## config.mk

```make
export PLATFORM = sky130hd
export DESIGN_NAME = sram_wb_bridge_flat
export DESIGN_NICKNAME = d
export VERILOG_FILES = /design/src/rtl/mgmt_mem_pkg.sv /design/src/rtl/sram_wb_bridge_if.sv /design/src/rtl/sram_wb_bridge.sv /design/src/flat_wrapper.sv
export SDC_FILE = /design/constraint.sdc
export NUM_CORES = 1
export LEC_CHECK = 0
export CORE_ASPECT_RATIO = 2
export CORE_MARGIN = 3
export CORE_UTILIZATION = 27
export DETAILED_ROUTE_END_ITERATION = 12
export PLACE_DENSITY = 0.8
export SYNTH_ARGS = -nofsm -noshare
export SYNTH_HDL_FRONTEND = slang
export SYNTH_SLANG_ARGS = --single-unit
```

## constraint.sdc

```tcl
create_clock -name wb_clk_i -period 1.86 [get_ports wb_clk_i]
set_input_delay 0.279 -clock wb_clk_i [delete_from_list [all_inputs] [get_ports wb_clk_i]]
set_output_delay 0.279 -clock wb_clk_i [all_outputs]
set_load 0.05 [all_outputs]
```

## src/rtl/mgmt_mem_pkg.sv

```systemverilog
// Shared constants for the management SRAM and its Wishbone bridge.
// Holds the SRAM geometry and the bridge FSM state encoding.
package mgmt_mem_pkg;

    localparam int ADDR_WIDTH = 9;
    localparam int DATA_WIDTH = 32;
    localparam int NUM_WMASKS = 4;

    typedef enum logic [1:0] {
        IDLE    = 2'd0,
        RD_WAIT = 2'd1,
        ACK     = 2'd2
    } state_t;

endpackage

```

## src/rtl/sram_wb_bridge_if.sv

```systemverilog
// Wishbone B4 classic bus bundle between a master and the SRAM bridge.
// The slave modport is the bridge side and the master modport is the initiator side.
interface sram_wb_bridge_if #(
    parameter int DATA_WIDTH = mgmt_mem_pkg::DATA_WIDTH,
    parameter int NUM_WMASKS = mgmt_mem_pkg::NUM_WMASKS
);

    logic                  wbs_cyc_i;
    logic                  wbs_stb_i;
    logic                  wbs_we_i;
    logic [NUM_WMASKS-1:0] wbs_sel_i;
    logic [31:0]           wbs_adr_i;
    logic [DATA_WIDTH-1:0] wbs_dat_i;
    logic                  wbs_ack_o;
    logic [DATA_WIDTH-1:0] wbs_dat_o;

    modport slave (
        input  wbs_cyc_i, wbs_stb_i, wbs_we_i, wbs_sel_i, wbs_adr_i, wbs_dat_i,
        output wbs_ack_o, wbs_dat_o
    );

    modport master (
        output wbs_cyc_i, wbs_stb_i, wbs_we_i, wbs_sel_i, wbs_adr_i, wbs_dat_i,
        input  wbs_ack_o, wbs_dat_o
    );

endinterface

```

## src/rtl/sram_wb_bridge.sv

```systemverilog
// Wishbone classic slave in front of the single-port management SRAM.
// Decodes the address window, drives the SRAM port directly from the bus and sequences read latency.
module sram_wb_bridge #(
    parameter int          ADDR_WIDTH = mgmt_mem_pkg::ADDR_WIDTH,
    parameter int          DATA_WIDTH = mgmt_mem_pkg::DATA_WIDTH,
    parameter int          NUM_WMASKS = mgmt_mem_pkg::NUM_WMASKS,
    parameter logic [31:0] BASE_ADDR  = 32'h0000_0000
) (
    input  logic                  wb_clk_i,
    input  logic                  wb_rst_i,
    sram_wb_bridge_if.slave       wb,
    output logic                  sram_csb0,
    output logic                  sram_web0,
    output logic [NUM_WMASKS-1:0] sram_wmask0,
    output logic [ADDR_WIDTH-1:0] sram_addr0,
    output logic [DATA_WIDTH-1:0] sram_din0,
    input  logic [DATA_WIDTH-1:0] sram_dout0
);

    import mgmt_mem_pkg::*;

    localparam int TAG_LSB = ADDR_WIDTH + 2;

    state_t                state;
    logic                  ack_q;
    logic [DATA_WIDTH-1:0] dat_q;
    logic                  hit;
    logic                  access;
    logic                  unused_adr;

    assign hit = wb.wbs_cyc_i & wb.wbs_stb_i &
                 (wb.wbs_adr_i[31:TAG_LSB] == BASE_ADDR[31:TAG_LSB]);

    // A write with no byte selects is acked but never touches the SRAM.
    assign access = hit & (state == IDLE) & ~wb_rst_i &
                    (~wb.wbs_we_i | (|wb.wbs_sel_i));

    assign sram_csb0   = ~access;
    assign sram_web0   = ~(access & wb.wbs_we_i);
    assign sram_wmask0 = wb.wbs_sel_i;
    assign sram_addr0  = wb.wbs_adr_i[ADDR_WIDTH+1:2];
    assign sram_din0   = wb.wbs_dat_i;

    assign wb.wbs_ack_o = ack_q;
    assign wb.wbs_dat_o = dat_q;
    assign unused_adr   = ^wb.wbs_adr_i[1:0];

    always_ff @(posedge wb_clk_i) begin
        if (wb_rst_i) begin
            state <= IDLE;
            ack_q <= 1'b0;
            dat_q <= '0;
        end else begin
            ack_q <= 1'b0;
            case (state)
                IDLE: begin
                    if (hit && wb.wbs_we_i) begin
                        state <= ACK;
                        ack_q <= 1'b1;
                    end else if (hit) begin
                        state <= RD_WAIT;
                    end
                end
                // SRAM output is valid now; a master that gave up gets no ack.
                RD_WAIT: begin
                    if (wb.wbs_cyc_i && wb.wbs_stb_i) begin
                        dat_q <= sram_dout0;
                        state <= ACK;
                        ack_q <= 1'b1;
                    end else begin
                        state <= IDLE;
                    end
                end
                ACK:     state <= IDLE;
                default: state <= IDLE;
            endcase
        end
    end

endmodule

```

## src/flat_wrapper.sv

```systemverilog
// flat-port wrapper written by rule: the top's interface ports become plain ports
module sram_wb_bridge_flat import mgmt_mem_pkg::*;
#(
    parameter int          ADDR_WIDTH = mgmt_mem_pkg::ADDR_WIDTH,
    parameter int          DATA_WIDTH = mgmt_mem_pkg::DATA_WIDTH,
    parameter int          NUM_WMASKS = mgmt_mem_pkg::NUM_WMASKS,
    parameter logic [31:0] BASE_ADDR  = 32'h0000_0000
)
  (wb_clk_i, wb_rst_i, sram_csb0, sram_web0, sram_wmask0, sram_addr0, sram_din0, sram_dout0, wb_wbs_cyc_i, wb_wbs_stb_i, wb_wbs_we_i, wb_wbs_sel_i, wb_wbs_adr_i, wb_wbs_dat_i, wb_wbs_ack_o, wb_wbs_dat_o);
  sram_wb_bridge_if #(.DATA_WIDTH(DATA_WIDTH), .NUM_WMASKS(NUM_WMASKS)) wb_i ();
  input  logic wb_clk_i;
  input  logic wb_rst_i;
  output logic sram_csb0;
  output logic sram_web0;
  output logic [NUM_WMASKS-1:0] sram_wmask0;
  output logic [ADDR_WIDTH-1:0] sram_addr0;
  output logic [DATA_WIDTH-1:0] sram_din0;
  input  logic [DATA_WIDTH-1:0] sram_dout0;
  input wire logic [$bits(wb_i.wbs_cyc_i)-1:0] wb_wbs_cyc_i;
  input wire logic [$bits(wb_i.wbs_stb_i)-1:0] wb_wbs_stb_i;
  input wire logic [$bits(wb_i.wbs_we_i)-1:0] wb_wbs_we_i;
  input wire logic [$bits(wb_i.wbs_sel_i)-1:0] wb_wbs_sel_i;
  input wire logic [$bits(wb_i.wbs_adr_i)-1:0] wb_wbs_adr_i;
  input wire logic [$bits(wb_i.wbs_dat_i)-1:0] wb_wbs_dat_i;
  output wire logic [$bits(wb_i.wbs_ack_o)-1:0] wb_wbs_ack_o;
  output wire logic [$bits(wb_i.wbs_dat_o)-1:0] wb_wbs_dat_o;
  assign wb_i.wbs_cyc_i = wb_wbs_cyc_i;
  assign wb_i.wbs_stb_i = wb_wbs_stb_i;
  assign wb_i.wbs_we_i = wb_wbs_we_i;
  assign wb_i.wbs_sel_i = wb_wbs_sel_i;
  assign wb_i.wbs_adr_i = wb_wbs_adr_i;
  assign wb_i.wbs_dat_i = wb_wbs_dat_i;
  assign wb_wbs_ack_o = wb_i.wbs_ack_o;
  assign wb_wbs_dat_o = wb_i.wbs_dat_o;
  sram_wb_bridge #(.ADDR_WIDTH(ADDR_WIDTH), .DATA_WIDTH(DATA_WIDTH), .NUM_WMASKS(NUM_WMASKS), .BASE_ADDR(BASE_ADDR)) u_core (.wb_clk_i(wb_clk_i), .wb_rst_i(wb_rst_i), .wb(wb_i), .sram_csb0(sram_csb0), .sram_web0(sram_web0), .sram_wmask0(sram_wmask0), .sram_addr0(sram_addr0), .sram_din0(sram_din0), .sram_dout0(sram_dout0));
endmodule
```

==> results.json <==
{
  "status": "complete, but fails checks",
  "violations": "setup timing",
  "worst_slew_pin_slew_ns": 0.528,
  "grt_pass1_wl_mm": 6.64,
  "busiest_layer": "met2",
  "synth_top_family_by_area": "buffers and inverters",
  "cp_cell_sequence": "or4_4 > nor4_4 > nand4b_1 > buf_6",
  "peakVddDrop_mv": 0.363,
  "worstSetupStartpoint": "u_core.state[0]",
  "grt_pass1_vias": 1438,
  "slew_viol_final": 0,
  "syn_inst": 206,
  "drt-total-wl_mm": 4.68,
  "min_period_ns": 1.88,
  "vias": 1565,
  "hpwl_mm": 3.72,
  "seq_area_frac_synth": 0.429,
  "synthTopCellsByArea": "dfxtp_1 43%, buf_4 21%, nand2_1 15%",
  "hold_start": "u_core.wb.wbs_dat_o[5]",
  "netlist_area_um2": 1630,
  "critPathTopFamily": "simple AND/OR/NAND/NOR gates",
  "syn_nets": 311,
  "synth-simple-area-share": 0.228,
  "postRouteAntennaNets": 0,
  "min_to": "u_core.wb.wbs_dat_o[5]",
  "yosys_register_bits": 35,
  "synthAdderAreaFrac": 0,
  "power.density_nw_per_um2": 681,
  "overflow": 0,
  "yosysMostFrequentCell": "nand2_1",
  "crit_fanout": 3,
  "cts_tree": "yes",
  "postSynthAreaPerCell_um2": 7.93,
  "fin_area_um2": 2650,
  "drive_gt1_frac": 0.119,
  "port_buffers": 100,
  "drv_cap": 0,
  "place_area_um2": 2450,
  "grt_use_met2": 0.228,
  "relSlewSlack": 0.647,
  "whs_ns": 0.451,
  "fill_cells": 556,
  "ff_latch_area_um2": 702,
  "synthToLayoutAreaGrowth_pct": 62.0,
  "whs_path_depth": 2,
  "die_area_um2": 7070,
  "die_w_um": 61.0,
  "rsz0062_at_grt": "true",
  "yosys_warnings": 0,
  "multi_input_area_um2": 563,
  "cp_data_arrival_time_ns": 1.60,
  "clock-sinks": 35,
  "fmax_mhz": 533,
  "cts_inserted_buffers": 5,
  "synth-xor-area-share": 0,
  "use_met1": 0.105,
  "ctsLongestPathBuffers": 2,
  "r2r_start": "u_core.state[0]",
  "layout.cells.non_filler": 329,
  "wl_per_cell_um": 14.2,
  "dr.first_iter.drc_count": 48,
  "synth_ff_type": "dfxtp_1",
  "reg2reg_to": "u_core.state[0]",
  "initial_utilization": 0.281,
  "root_buffer": "clkbuf_16",
  "coreArea_um2": 5810,
  "grtUsageTotal": 0.128,
  "r2r_cells": 4,
  "setup_violations": 2,
  "synth_top_cell_area_share": 0.429,
  "dp_cells": 321,
  "crit_buf_inv": 1,
  "met3_usage": 0.0268,
  "hold_viol_final": 0,
  "layout_setup_ws_ns": -0.0177,
  "grt_antenna_before_repair": 0,
  "clock_latency_ns": 0.27,
  "io_pins": 185,
  "p_leak_nw": 0.969,
  "muxShareOfSynthArea": 0,
  "dr.pass1.iters": 4,
  "critPathKind": "flop to output port",
  "die_h_um": 116,
  "hold_path.class": "flop to flop",
  "synth-compound-area-share": 0.109,
  "grt_max_degree": 34,
  "finalCritPeriodShare": 1.01,
  "clk_pin_slew_ns": 0.05,
  "critPathMaxStageDelay_ns": 0.48,
  "ctsHoldBuffers": 0,
  "rrSetupSlack_ns": 0.48,
  "drc": 0,
  "required_ns": 1.58,
  "post_cts_buffers": 0,
  "row_count": 39,
  "htree_levels": 2,
  "synth_common_cells": "66 x nand2_1, 45 x buf_4, 35 x dfxtp_1",
  "synth_edf_count": 0,
  "skew_ns": 0.00642,
  "yosys.cell_types.count": 17,
  "n_antenna_cell": 0,
  "vias_per_cell": 4.76,
  "crit_path_start_kind": "flop",
  "final_core_util": 0.456,
  "place.gp.congestion": 0.665,
  "worstSetupEndpointType": "output port",
  "synthArstFlopShare": 0,
  "crit_slowest_cell": "or4_4",
  "synth_top_area_cell": "dfxtp_1",
  "final_net_count": 372
}
repair_timing:
item | 4_1_cts | 5_1_grt
setup endpoints to repair | 2 | 2
gates resized for setup | 5 | 9
pin swaps | 3 | 6
endpoints found under the hold margin | 0 | 0
worst max-delay path by stage:
stage                      endpoint  slack (ns)  cells past startpoint
after floorplan           sram_web0       0.003                      3
after global placement    sram_web0       -0.19                      5
after detailed placement  sram_web0       -0.20                      5
after CTS                 sram_web0       -0.19                      4
after global routing      sram_web0       -0.09                      4
final                     sram_web0       -0.02                      4
worst reg2reg max path: cells and delay by family (launching register included):
family                 cells  cell delay [ns]
buffers and inverters      1             0.17
DFF                        1             0.32
and+or+nand+nor            3             0.83
logic make-up (layout without fill, tap and decap cells):
kind of cell    Yosys count  after routing
buf+inv                  56            118
simple gates             81             81
compound gates           34             34
flops                    35             35
cell usage in the layout (no fill, tap or decap):
cell type,n
nor2_1,1
nand2_1,66
a31o_2,2
nand3_1,1
and3b_1,1
clkinvlp_4,1
dlymetal6s2s_1,6
nand4b_1,2
dlygate4sd2_1,2
dfxtp_1,34
and4_4,1
nor4_1,4
nor4_2,1
and4b_1,1
clkbuf_8,2
or3_4,1
a21oi_1,32
buf_6,2
buf_4,9
clkdlybuf4s50_1,86
or4_4,1
clkbuf_16,5
dfxtp_2,1
nor4_4,1
buf_12,5
registers in the layout, summed over array words and instances, names as in the netlist:
register / cells
u_core.state: 2
u_core.wb.wbs_ack_o: 1
u_core.wb.wbs_dat_o: 32
where the power goes:
| part | switching, W | internal [W] |
|---|---|---|
| combinational | 0.0000583 | 0.000135 |
| clock | 0.000291 | 0.000568 |
| sequential | 0.00000000000670 | 0.000750 |
per-stage QoR:
step | worst slack, ns | power, W | TNS, ns
after CTS | -0.187 | 0.00183 | -0.356
after floorplan | 0.00343 | 0.00104 | 0
after global routing | -0.0939 | 0.00187 | -0.173
final | -0.0177 | 0.00180 | -0.0185
after detailed placement | -0.205 | 0.000961 | -0.396
after global placement | -0.192 | 0.000960 | -0.362
cell type report:
class | count | area share
sequential | 35 | 0.265
clock inverter | 1 | 0.00284
multi-input combinational | 115 | 0.213
tap | 61 | 0.0289
clock buffer | 7 | 0.0577
timing repair buffer | 110 | 0.432
routing by layer:
metal / up-vias / part of all wire
met4: 0 / 0.091
met1: 689 / 0.30
met3: 49 / 0.082
met5: - / 0
li1: 748 / -
met2: 79 / 0.53
Power figures use the tool's default switching activity.
